--- src/rtl/regfile_wb_scheduler_if.sv ---
`default_nettype none
// ============================================================================
// Module      : regfile_wb_scheduler_if
// Description : Bundles the signals around the writeback scheduler:
//               - writeback request bus from the execution units
//               - register-file write port
//               - issue-stage reservation and hazard query signals
//               The master modport is the environment side (execution units,
//               issue stage, register file). The slave modport is the
//               scheduler side.
// Revision    : 1.0 - initial release
// ============================================================================
interface regfile_wb_scheduler_if #(
    parameter int NUM_REQ = 3,
    parameter int DATA_W  = 32,
    parameter int ADDR_W  = 5
);
    // Writeback request bus, requester i occupies slice i of each vector
    logic [NUM_REQ-1:0]        req_valid;
    logic [NUM_REQ-1:0]        req_ready;
    logic [NUM_REQ*ADDR_W-1:0] req_rd;
    logic [NUM_REQ*DATA_W-1:0] req_data;

    // Register-file write port
    logic                      rf_we;
    logic [ADDR_W-1:0]         rf_rd_addr;
    logic [DATA_W-1:0]         rf_rd_data;

    // Issue-stage reservation and hazard query
    logic                      issue_valid;
    logic [ADDR_W-1:0]         issue_rd;
    logic                      issue_ready;
    logic [ADDR_W-1:0]         rs1_addr;
    logic [ADDR_W-1:0]         rs2_addr;
    logic                      rs1_busy;
    logic                      rs2_busy;
    logic                      wb_spurious;

    modport master (
        output req_valid, req_rd, req_data,
        output issue_valid, issue_rd, rs1_addr, rs2_addr,
        input  req_ready,
        input  rf_we, rf_rd_addr, rf_rd_data,
        input  issue_ready, rs1_busy, rs2_busy, wb_spurious
    );

    modport slave (
        input  req_valid, req_rd, req_data,
        input  issue_valid, issue_rd, rs1_addr, rs2_addr,
        output req_ready,
        output rf_we, rf_rd_addr, rf_rd_data,
        output issue_ready, rs1_busy, rs2_busy, wb_spurious
    );
endinterface
`default_nettype wire

--- src/rtl/regfile_wb_scheduler.sv ---
`default_nettype none
// ============================================================================
// Module      : regfile_wb_scheduler
// Description : Shares the single register-file write port among NUM_REQ
//               writeback sources (0 = ALU, 1 = LSU, 2 = NPU).
//               - Registers exactly one write per cycle, with a latency of 1.
//               - Keeps a per-register busy scoreboard so the issue stage can
//                 detect RAW hazards (through rs1_busy / rs2_busy) and WAW
//                 hazards (through issue_ready).
//               - Register 0 is hardwired zero. It is never written and is
//                 never busy.
//               Optional feature macro: WB_ROUND_ROBIN_EN
//                 defined   : round-robin arbitration with a rotating pointer
//                 undefined : fixed priority, where the lowest index wins
// Revision    : 1.0 - initial release
// ============================================================================
module regfile_wb_scheduler #(
    parameter int NUM_REQ = 3,
    parameter int DATA_W  = 32,
    parameter int ADDR_W  = 5
) (
    input  wire                    clk,
    input  wire                    rst_n,
    regfile_wb_scheduler_if.slave  wb_if
);

    localparam int C_NREGS = 2 ** ADDR_W;

    // ------------------------------------------------------------------
    // Arbitration
    // ------------------------------------------------------------------
    logic [NUM_REQ-1:0] grant_w;
    logic               hs_w;
    logic [ADDR_W-1:0]  sel_rd_w;
    logic [DATA_W-1:0]  sel_data_w;

`ifdef WB_ROUND_ROBIN_EN
    localparam int C_PTR_W = (NUM_REQ > 1) ? $clog2(NUM_REQ) : 1;

    logic [C_PTR_W-1:0] ptr_q;
    logic [C_PTR_W-1:0] ptr_d;
    int                 cand_w;
    logic               found_w;

    // Round-robin grant: scan from the pointer index, wrapping modulo NUM_REQ
    always_comb begin
        grant_w = '0;
        found_w = 1'b0;
        cand_w  = 0;
        for (int k = 0; k < NUM_REQ; k++) begin
            cand_w = int'(ptr_q) + k;
            if (cand_w >= NUM_REQ) begin
                cand_w = cand_w - NUM_REQ;
            end
            if (!found_w && wb_if.req_valid[cand_w]) begin
                grant_w[cand_w] = 1'b1;
                found_w         = 1'b1;
            end
        end
    end

    // Next pointer: one past the granted requester; hold on idle cycles
    always_comb begin
        ptr_d = ptr_q;
        for (int i = 0; i < NUM_REQ; i++) begin
            if (grant_w[i]) begin
                ptr_d = (i == NUM_REQ - 1) ? '0 : C_PTR_W'(i + 1);
            end
        end
    end

    // Pointer register
    always_ff @(posedge clk) begin
        if (!rst_n) begin
            ptr_q <= '0;
        end else begin
            ptr_q <= ptr_d;
        end
    end
`else
    // Fixed priority grant: scan downwards so the lowest valid index wins
    always_comb begin
        grant_w = '0;
        for (int i = NUM_REQ - 1; i >= 0; i--) begin
            if (wb_if.req_valid[i]) begin
                grant_w    = '0;
                grant_w[i] = 1'b1;
            end
        end
    end
`endif

    assign hs_w            = |grant_w;
    assign wb_if.req_ready = grant_w;

    // Select the destination and data of the granted requester
    always_comb begin
        sel_rd_w   = '0;
        sel_data_w = '0;
        for (int i = 0; i < NUM_REQ; i++) begin
            if (grant_w[i]) begin
                sel_rd_w   = wb_if.req_rd[i*ADDR_W +: ADDR_W];
                sel_data_w = wb_if.req_data[i*DATA_W +: DATA_W];
            end
        end
    end

    // ------------------------------------------------------------------
    // Registered write port
    // ------------------------------------------------------------------
    logic              rf_we_q;
    logic [ADDR_W-1:0] rf_addr_q;
    logic [DATA_W-1:0] rf_data_q;
    logic              wr_w;

    // A handshake to register 0 is accepted but produces no write
    assign wr_w = hs_w && (sel_rd_w != '0);

    // Write-port pipeline register; address and data hold while idle
    always_ff @(posedge clk) begin
        if (!rst_n) begin
            rf_we_q   <= 1'b0;
            rf_addr_q <= '0;
            rf_data_q <= '0;
        end else begin
            rf_we_q <= wr_w;
            if (wr_w) begin
                rf_addr_q <= sel_rd_w;
                rf_data_q <= sel_data_w;
            end
        end
    end

    assign wb_if.rf_we      = rf_we_q;
    assign wb_if.rf_rd_addr = rf_addr_q;
    assign wb_if.rf_rd_data = rf_data_q;

    // ------------------------------------------------------------------
    // Busy scoreboard
    // ------------------------------------------------------------------
    logic [C_NREGS-1:0] busy_q;
    logic [C_NREGS-1:0] busy_d;
    logic               issue_rdy_w;
    logic               set_w;

    // WAW stall: a reservation waits until the previous write has committed
    assign issue_rdy_w = ~busy_q[wb_if.issue_rd];
    assign set_w       = wb_if.issue_valid && issue_rdy_w && (wb_if.issue_rd != '0);

    // Clear on the commit edge, then set on reservation; register 0 never busy
    always_comb begin
        busy_d = busy_q;
        if (rf_we_q) begin
            busy_d[rf_addr_q] = 1'b0;
        end
        if (set_w) begin
            busy_d[wb_if.issue_rd] = 1'b1;
        end
        busy_d[0] = 1'b0;
    end

    // Scoreboard register
    always_ff @(posedge clk) begin
        if (!rst_n) begin
            busy_q <= '0;
        end else begin
            busy_q <= busy_d;
        end
    end

    assign wb_if.issue_ready = issue_rdy_w;

    // No bypass: a register that is being written this cycle still reports busy
    assign wb_if.rs1_busy    = busy_q[wb_if.rs1_addr];
    assign wb_if.rs2_busy    = busy_q[wb_if.rs2_addr];

    // A committed write that has no reservation is flagged for the cycle it is on the port
    assign wb_if.wb_spurious = rf_we_q && !busy_q[rf_addr_q] && (rf_addr_q != '0);

endmodule
`default_nettype wire
--- src/flat_wrapper.sv ---
// flat-port wrapper written by rule: the top's interface ports become plain ports
module regfile_wb_scheduler_flat 
#(
    parameter int NUM_REQ = 3,
    parameter int DATA_W  = 32,
    parameter int ADDR_W  = 5
)
  (clk, rst_n, wb_if_req_valid, wb_if_req_rd, wb_if_req_data, wb_if_issue_valid, wb_if_issue_rd, wb_if_rs1_addr, wb_if_rs2_addr, wb_if_req_ready, wb_if_rf_we, wb_if_rf_rd_addr, wb_if_rf_rd_data, wb_if_issue_ready, wb_if_rs1_busy, wb_if_rs2_busy, wb_if_wb_spurious);
  regfile_wb_scheduler_if #(.NUM_REQ(NUM_REQ), .DATA_W(DATA_W), .ADDR_W(ADDR_W)) wb_if_i ();
  input  wire clk;
  input  wire rst_n;
  input wire logic [$bits(wb_if_i.req_valid)-1:0] wb_if_req_valid;
  input wire logic [$bits(wb_if_i.req_rd)-1:0] wb_if_req_rd;
  input wire logic [$bits(wb_if_i.req_data)-1:0] wb_if_req_data;
  input wire logic [$bits(wb_if_i.issue_valid)-1:0] wb_if_issue_valid;
  input wire logic [$bits(wb_if_i.issue_rd)-1:0] wb_if_issue_rd;
  input wire logic [$bits(wb_if_i.rs1_addr)-1:0] wb_if_rs1_addr;
  input wire logic [$bits(wb_if_i.rs2_addr)-1:0] wb_if_rs2_addr;
  output wire logic [$bits(wb_if_i.req_ready)-1:0] wb_if_req_ready;
  output wire logic [$bits(wb_if_i.rf_we)-1:0] wb_if_rf_we;
  output wire logic [$bits(wb_if_i.rf_rd_addr)-1:0] wb_if_rf_rd_addr;
  output wire logic [$bits(wb_if_i.rf_rd_data)-1:0] wb_if_rf_rd_data;
  output wire logic [$bits(wb_if_i.issue_ready)-1:0] wb_if_issue_ready;
  output wire logic [$bits(wb_if_i.rs1_busy)-1:0] wb_if_rs1_busy;
  output wire logic [$bits(wb_if_i.rs2_busy)-1:0] wb_if_rs2_busy;
  output wire logic [$bits(wb_if_i.wb_spurious)-1:0] wb_if_wb_spurious;
  assign wb_if_i.req_valid = wb_if_req_valid;
  assign wb_if_i.req_rd = wb_if_req_rd;
  assign wb_if_i.req_data = wb_if_req_data;
  assign wb_if_i.issue_valid = wb_if_issue_valid;
  assign wb_if_i.issue_rd = wb_if_issue_rd;
  assign wb_if_i.rs1_addr = wb_if_rs1_addr;
  assign wb_if_i.rs2_addr = wb_if_rs2_addr;
  assign wb_if_req_ready = wb_if_i.req_ready;
  assign wb_if_rf_we = wb_if_i.rf_we;
  assign wb_if_rf_rd_addr = wb_if_i.rf_rd_addr;
  assign wb_if_rf_rd_data = wb_if_i.rf_rd_data;
  assign wb_if_issue_ready = wb_if_i.issue_ready;
  assign wb_if_rs1_busy = wb_if_i.rs1_busy;
  assign wb_if_rs2_busy = wb_if_i.rs2_busy;
  assign wb_if_wb_spurious = wb_if_i.wb_spurious;
  regfile_wb_scheduler #(.NUM_REQ(NUM_REQ), .DATA_W(DATA_W), .ADDR_W(ADDR_W)) u_core (.clk(clk), .rst_n(rst_n), .wb_if(wb_if_i));
endmodule
--- config.mk ---
export PLATFORM = sky130hd
export DESIGN_NAME = regfile_wb_scheduler_flat
export DESIGN_NICKNAME = d
export VERILOG_FILES = /design/src/rtl/regfile_wb_scheduler_if.sv /design/src/rtl/regfile_wb_scheduler.sv /design/src/flat_wrapper.sv
export SDC_FILE = /design/constraint.sdc
export NUM_CORES = 1
export LEC_CHECK = 0
export BUFFER_PORTS_ARGS = -buffer_cell sky130_fd_sc_hd__buf_2
export CAP_MARGIN = 20
export CORE_MARGIN = 1
export CORE_UTILIZATION = 28
export CTS_BUF_LIST = sky130_fd_sc_hd__clkbuf_16
export DETAILED_ROUTE_END_ITERATION = 16
export PLACE_DENSITY = 0.61
export SLEW_MARGIN = 20
export SYNTH_ARGS = -nofsm -noshare
export SYNTH_HDL_FRONTEND = slang
export SYNTH_SLANG_ARGS = --single-unit
--- constraint.sdc ---
create_clock -name clk -period 2.3 [get_ports clk]
set_input_delay 0.115 -clock clk [delete_from_list [all_inputs] [get_ports clk]]
set_output_delay 0.115 -clock clk [all_outputs]
set_load 0.01 [all_outputs]
[Yosys cells after proc, flatten, opt, wreduce, memory -nomap -nowiden]
Cells that the tools add are included.
Operators by class
  magnitude comparators: 6
  muxes and demuxes: 23
  bitwise logic cells: 4
  reduce and logical (&&, ||, !) cells: 12
Operators by type and width (count)
  32-bit 2-to-1 mux: 5
  32-bit bitwise AND: 1
  32-bit inverter: 1
  32-bit bitwise OR: 1
  5-bit by 6-bit < comparator with 1-bit output (second input constant): 4
  1-bit binary-select mux with 5-bit select: 4
  5-bit 2-to-1 mux: 3
  5-bit nonzero test: 3
  1-bit demux with 5-bit select: 2
  5-bit by 1-bit >= comparator with 1-bit output (second input constant): 2
  3-bit 2-to-1 mux: 3
  1-bit logical AND: 7
  1-bit 2-to-1 mux: 6
  3-bit OR reduction: 1
  1-bit zero test: 1
  1-bit inverter: 1
Word-level totals
  bits in registers: 70
  input bits: 132
  word-level logic and storage cells: 50

[Logic depth before layout (Yosys ltp)]
  word-level depth: 9
  gate-level depth with buffers: 8
  gate-level depth less buffers: 5

[Least setup slack after synthesis]
Ideal clock, no wire load.
  path kind: register -> output
  start: register u_core.rf_addr_q[0], in the netlist u_core.wb_if.rf_rd_addr[0]
  end: output wb_if_wb_spurious
  arrival: 2146 ps
  data required time: 2185 ps
  path slack: 39 ps
  stages on the path, launching flop included: 7
  cells stage by stage: dfxtp_1 -> clkbuf_1 -> clkbuf_1 -> mux4_2 -> a31oi_1 -> nand3_1 -> a211oi_1
On the way
  longest elaborated chain between the ends: 5
  elaborated cells between the ends (all ways): 6
RTL lines
  start: declaration: RTL line regfile_wb_scheduler.sv:112  | logic [ADDR_W-1:0] rf_addr_q;
  start signal: assignment: RTL line regfile_wb_scheduler.sv:128  | rf_addr_q <= sel_rd_w;
  1-bit binary-select mux with 5-bit select: RTL line regfile_wb_scheduler.sv:178  | assign wb_if.wb_spurious = rf_we_q && !busy_q[rf_addr_q] && (rf_addr_q != '0);
  1-bit 2-to-1 mux (not written as such): RTL line regfile_wb_scheduler.sv:178
  1-bit zero test: RTL line regfile_wb_scheduler.sv:178
  1-bit logical AND: RTL line regfile_wb_scheduler.sv:178
  1-bit logical AND *: RTL line regfile_wb_scheduler.sv:178
  end: declaration: RTL line flat_wrapper.sv:26  | output wire logic [$bits(wb_if_i.wb_spurious)-1:0] wb_if_wb_spurious;
Every way passes the cells marked *; elsewhere a longest branch is shown, timed or not. The select of a mux whose other input is x is not followed.

[Worst setup path in the final report]
  start: register u_core.busy_q[15]
  end: output wb_if_rs2_busy
On the way
  longest elaborated chain between the ends: 2
RTL lines
  start: declaration: RTL line regfile_wb_scheduler.sv:141  | logic [C_NREGS-1:0] busy_q;
  start signal: assignment: RTL line regfile_wb_scheduler.sv:167  | busy_q <= busy_d;
  1-bit binary-select mux with 5-bit select: RTL line regfile_wb_scheduler.sv:175  | assign wb_if.rs2_busy = busy_q[wb_if.rs2_addr];
  1-bit 2-to-1 mux (not written as such): RTL line regfile_wb_scheduler.sv:175
  end: declaration: RTL line flat_wrapper.sv:25  | output wire logic [$bits(wb_if_i.rs2_busy)-1:0] wb_if_rs2_busy;
Every way passes these cells. The select of a mux whose other input is x is not followed.

==> impl_metrics.tcl <==
set metrics [dict create \
    status "complete, no violations" \
    num_vias 5212 \
    global_route_wire_length_before_repair_mm 25.54 \
    grt_antenna_before_repair 0 \
    layout_cell_share_with_drive_strength_beyond_1 0.3681 \
    numPortBuffers 176 \
    synthMostInstantiatedCell "sky130_fd_sc_hd__a21oi_1" \
    initial_utilization 0.2906 \
    routed_wirelength_mm 16.25 \
    power.share.sequential 0.351 \
    register_to_register_setup_slack_ns 0.30 \
    total_of_hold_buffers_inserted_after_clock_tree_synthesis 0 \
    crit_arrival_ns 2.08 \
    whs_path_depth 5 \
    syn_area_per_cell_um2 8.310 \
    timing.final.setup_violations 0 \
    cts-root-to-sink-buffers 2 \
    ios 177 \
    ys_async_sr_fraction 0 \
    ys_seq_elements 69 \
    chipHeight_um 133.9 \
    clk_transition_reported_paths_ns 0.07 \
    synthesis.nets 718 \
    critical_path.reg2reg.endpoint "u_core.busy_q[5]" \
    min-delay-path-class "in -> reg" \
    critical_path.startpoint_type "flip-flop" \
    synth.distinct_cells 45 \
    design.core.area_um2 16760 \
    drtIter0Drc 417 \
    detailedPlace.worstSlack_ns 0.2664 \
    postCtsSetupRepairBufs 0 \
    critical_path.slowest_cell "sky130_fd_sc_hd__mux4_2" \
    period_minus_slack_ns 2.198 \
    power.switching_fraction 0.2705 \
    report.final.hold_viol_count 0 \
    holdPathEnd "u_core.wb_if.rf_rd_data[31]" \
    clock_sinks 69 \
    crit_path_cell_trace "mux4_2 -> mux4_2 -> mux2_2 -> buf_2" \
    cell_count_after_synthesis 586 \
    post_synth_most_frequent_cells "sky130_fd_sc_hd__a21oi_1 (86), sky130_fd_sc_hd__o21ai_0 (77), sky130_fd_sc_hd__dfxtp_1 (69), sky130_fd_sc_hd__nand2_1 (48), sky130_fd_sc_hd__clkbuf_1 (47)" \
    drc_errors 0 \
    portion_of_total_power_attributed_to_the_clock_network 0.469 \
    cts_root_buf "sky130_fd_sc_hd__clkbuf_16" \
    cp_data_required_time_ns 2.18 \
    timing.final.max_slew_violations 0 \
    crit_path_frequent_cell "sky130_fd_sc_hd__mux4_2" \
    synthTopCellsByArea "sky130_fd_sc_hd__dfxtp_1 (28%), sky130_fd_sc_hd__mux4_2 (13%), sky130_fd_sc_hd__a21oi_1 (8.8%)" \
    power.leakage_nw 2.662 \
    firstDrtPassIters 4 \
    setup.worst_path.end_class "output pin" \
    timing.critical_path.from "u_core.busy_q[15]" \
    core.rowCount 47 \
    rr_startpoint "u_core.busy_q[11]" \
    critPathKind "reg -> out" \
    avgRoutedWirePerCell_um 16.94 \
    p_comb_frac 0.181 \
    vdd_ir_drop_max_mv 0.4300 \
    largest_net_degree_at_the_start_of_global_routing 44 \
    p_total_mw 3.724 \
    syn-cell-area_um2 4870 \
    worstSkewPairLatency_ns 0.35 \
    r2r_cells 6 \
    power_switching_mw 1.007 \
    cts_tree "done" \
    yosys_warning_count 0 \
    first_global_vias 4954 \
    synth_edf_count 0 \
    antenna_left 0 \
    internal_power_mw 2.717 \
    diodes 0 \
    yosys.area.top_type "sky130_fd_sc_hd__dfxtp_1" \
    die_x_extent_um 133.9 \
    critPathMaxStageDelay_ns 0.48 \
    worst_slew_margin_rel 0.5037 \
    worst-path-max-fanout 5 \
    maxcap_violations 0 \
    cts_max_level 3 \
    synth_sequential_area_ratio 0.2837 \
    postSynth.topFlopCell "sky130_fd_sc_hd__dfxtp_1" \
    dp.final_hpwl_mm 12.19 \
    finalNetCount 866 \
    final_critical_path_setup_slack_ns 0.1022 \
    synth.top_cell.area_share 0.2837 \
    final_period_utilization 0.9556 \
    power_density_nw_per_um2 586.5 \
    gp_routability_congestion 0.9026 \
    tightest_slew_ns 0.7444 \
    clock_skew_ns 0.01333 \
    n_fill_cell 1759 \
    fmaxAchievable_mhz 455.0 \
    route.detailed.vias_per_inst 5.435 \
    global_route.usage.total 0.1805 \
    syn_to_final_growth_pct 30.40 \
    hold_path.startpoint "wb_if_req_data[31]" \
    cts_made_buffers 9 \
    global_route.overflow_total 0 \
    dieArea_um2 17920 \
]
==> sequential cells by signal (all words and copies together), names as in the netlist <==
register	count
u_core.busy_q	31
u_core.wb_if.rf_rd_addr	5
u_core.wb_if.rf_we	1
u_core.wb_if.rf_rd_data	32
==> area by class of cell <==
class	count	area, um2	area share
clock buffers	9	225.2	0.03547
well taps	220	275.3	0.04335
repair buffers	200	1074	0.1691
multi-input cells	451	3233	0.5092
inverters	3	11.26	0.001773
clock inverters	7	145.1	0.02286
flip-flops and latches	69	1386	0.2183
==> cells by family after synthesis <==
| kind of cell | Yosys count | synth area share |
|---|---|---|
| mux | 43 | 0.1637 |
| compound gates | 222 | 0.2783 |
| flops | 69 | 0.2837 |
| simple gates | 186 | 0.2179 |
| buf+inv | 66 | 0.05653 |
==> what timing repair did <==
item,CTS,global route
setup endpoints to repair,1,2
gates resized for setup,1,4
pin swaps,0,0
==> metal layers <==
| layer | vias up | GRT usage | routed length (um) | part of all wire |
|---|---|---|---|---|
| met5 | - | 0 | 0 | 0 |
| met4 | 0 | 0.06124 | 218 | 0.013 |
| met3 | 17 | 0.04611 | 1394 | 0.086 |
| met2 | 272 | 0.2910 | 7606 | 0.47 |
| met1 | 2414 | 0.2332 | 7031 | 0.43 |
| li1 | 2509 | - | - | - |
==> worst max-delay path, delay by kind of cell, from the launching register on <==
| kind | cells | cell delay [ns] |
|---|---|---|
| DFF | 1 | 0.37 |
| muxes | 3 | 1.22 |
| buffers and inverters | 1 | 0.14 |
==> cells in the final DEF (no fill, tap or decap), types with 3 or more instances in the layout <==
cell type | netlist | final
sky130_fd_sc_hd__o211ai_1 | 24 | 24
sky130_fd_sc_hd__mux2i_1 | 11 | 11
sky130_fd_sc_hd__mux4_2 | 29 | 29
sky130_fd_sc_hd__nor2_1 | 17 | 16
sky130_fd_sc_hd__o41ai_2 | 8 | 8
sky130_fd_sc_hd__bufinv_16 | 0 | 4
sky130_fd_sc_hd__nor3b_1 | 4 | 4
sky130_fd_sc_hd__mux2_2 | 3 | 3
sky130_fd_sc_hd__nor2b_1 | 7 | 7
sky130_fd_sc_hd__nand3_1 | 43 | 43
sky130_fd_sc_hd__buf_4 | 2 | 23
sky130_fd_sc_hd__nand2_1 | 48 | 48
sky130_fd_sc_hd__clkbuf_16 | 0 | 9
sky130_fd_sc_hd__nor3_1 | 6 | 6
sky130_fd_sc_hd__a21oi_1 | 86 | 86
sky130_fd_sc_hd__o21ai_0 | 77 | 76
sky130_fd_sc_hd__nand2b_1 | 3 | 3
sky130_fd_sc_hd__and3b_1 | 33 | 33
sky130_fd_sc_hd__o21ai_1 | 8 | 8
sky130_fd_sc_hd__a31oi_1 | 5 | 5
sky130_fd_sc_hd__nand3b_1 | 9 | 9
sky130_fd_sc_hd__dfxtp_1 | 69 | 67
sky130_fd_sc_hd__o41ai_1 | 5 | 5
sky130_fd_sc_hd__buf_2 | 10 | 176
==> worst max-delay path by stage <==
stage | slack, ns | cells after the start | end
5_1_grt | -0.002 | 6 | wb_if_wb_spurious
4_1_cts | 0.06 | 6 | wb_if_wb_spurious
3_3_place_gp | 0.27 | 6 | wb_if_wb_spurious
6_report | 0.10 | 4 | wb_if_rs2_busy
3_5_place_dp | 0.27 | 6 | wb_if_wb_spurious
2_1_floorplan | 0.04 | 6 | wb_if_wb_spurious
==> power by group through the flow <==
stage	Clock (mW)	Sequential, mW	Combinational, mW
6_report	1.75	1.31	0.673
5_1_grt	1.83	1.31	0.738
4_1_cts	1.78	1.31	0.673
3_5_place_dp	0	1.33	0.671
3_3_place_gp	0	1.33	0.672
2_1_floorplan	0	1.33	0.380
==> per-stage QoR <==
| stage | std cells | area [um2] | setup TNS (ns) | util | hold WS, ns |
|---|---|---|---|---|---|
| floorplan | 586 | 4870 | 0 | - | 0.3132 |
| global placement | 943 | 5967 | 0 | 0.3560 | 0.4343 |
| detailed placement | 943 | 5967 | 0 | 0.3560 | 0.4465 |
| CTS | 959 | 6339 | 0 | 0.3782 | 0.1430 |
| global route | 959 | 6350 | -0.001588 | 0.3789 | 0.1681 |
| finish | 959 | 6350 | 0 | 0.3789 | 0.1524 |
No activity file was read; power rests on OpenSTA's default activity.
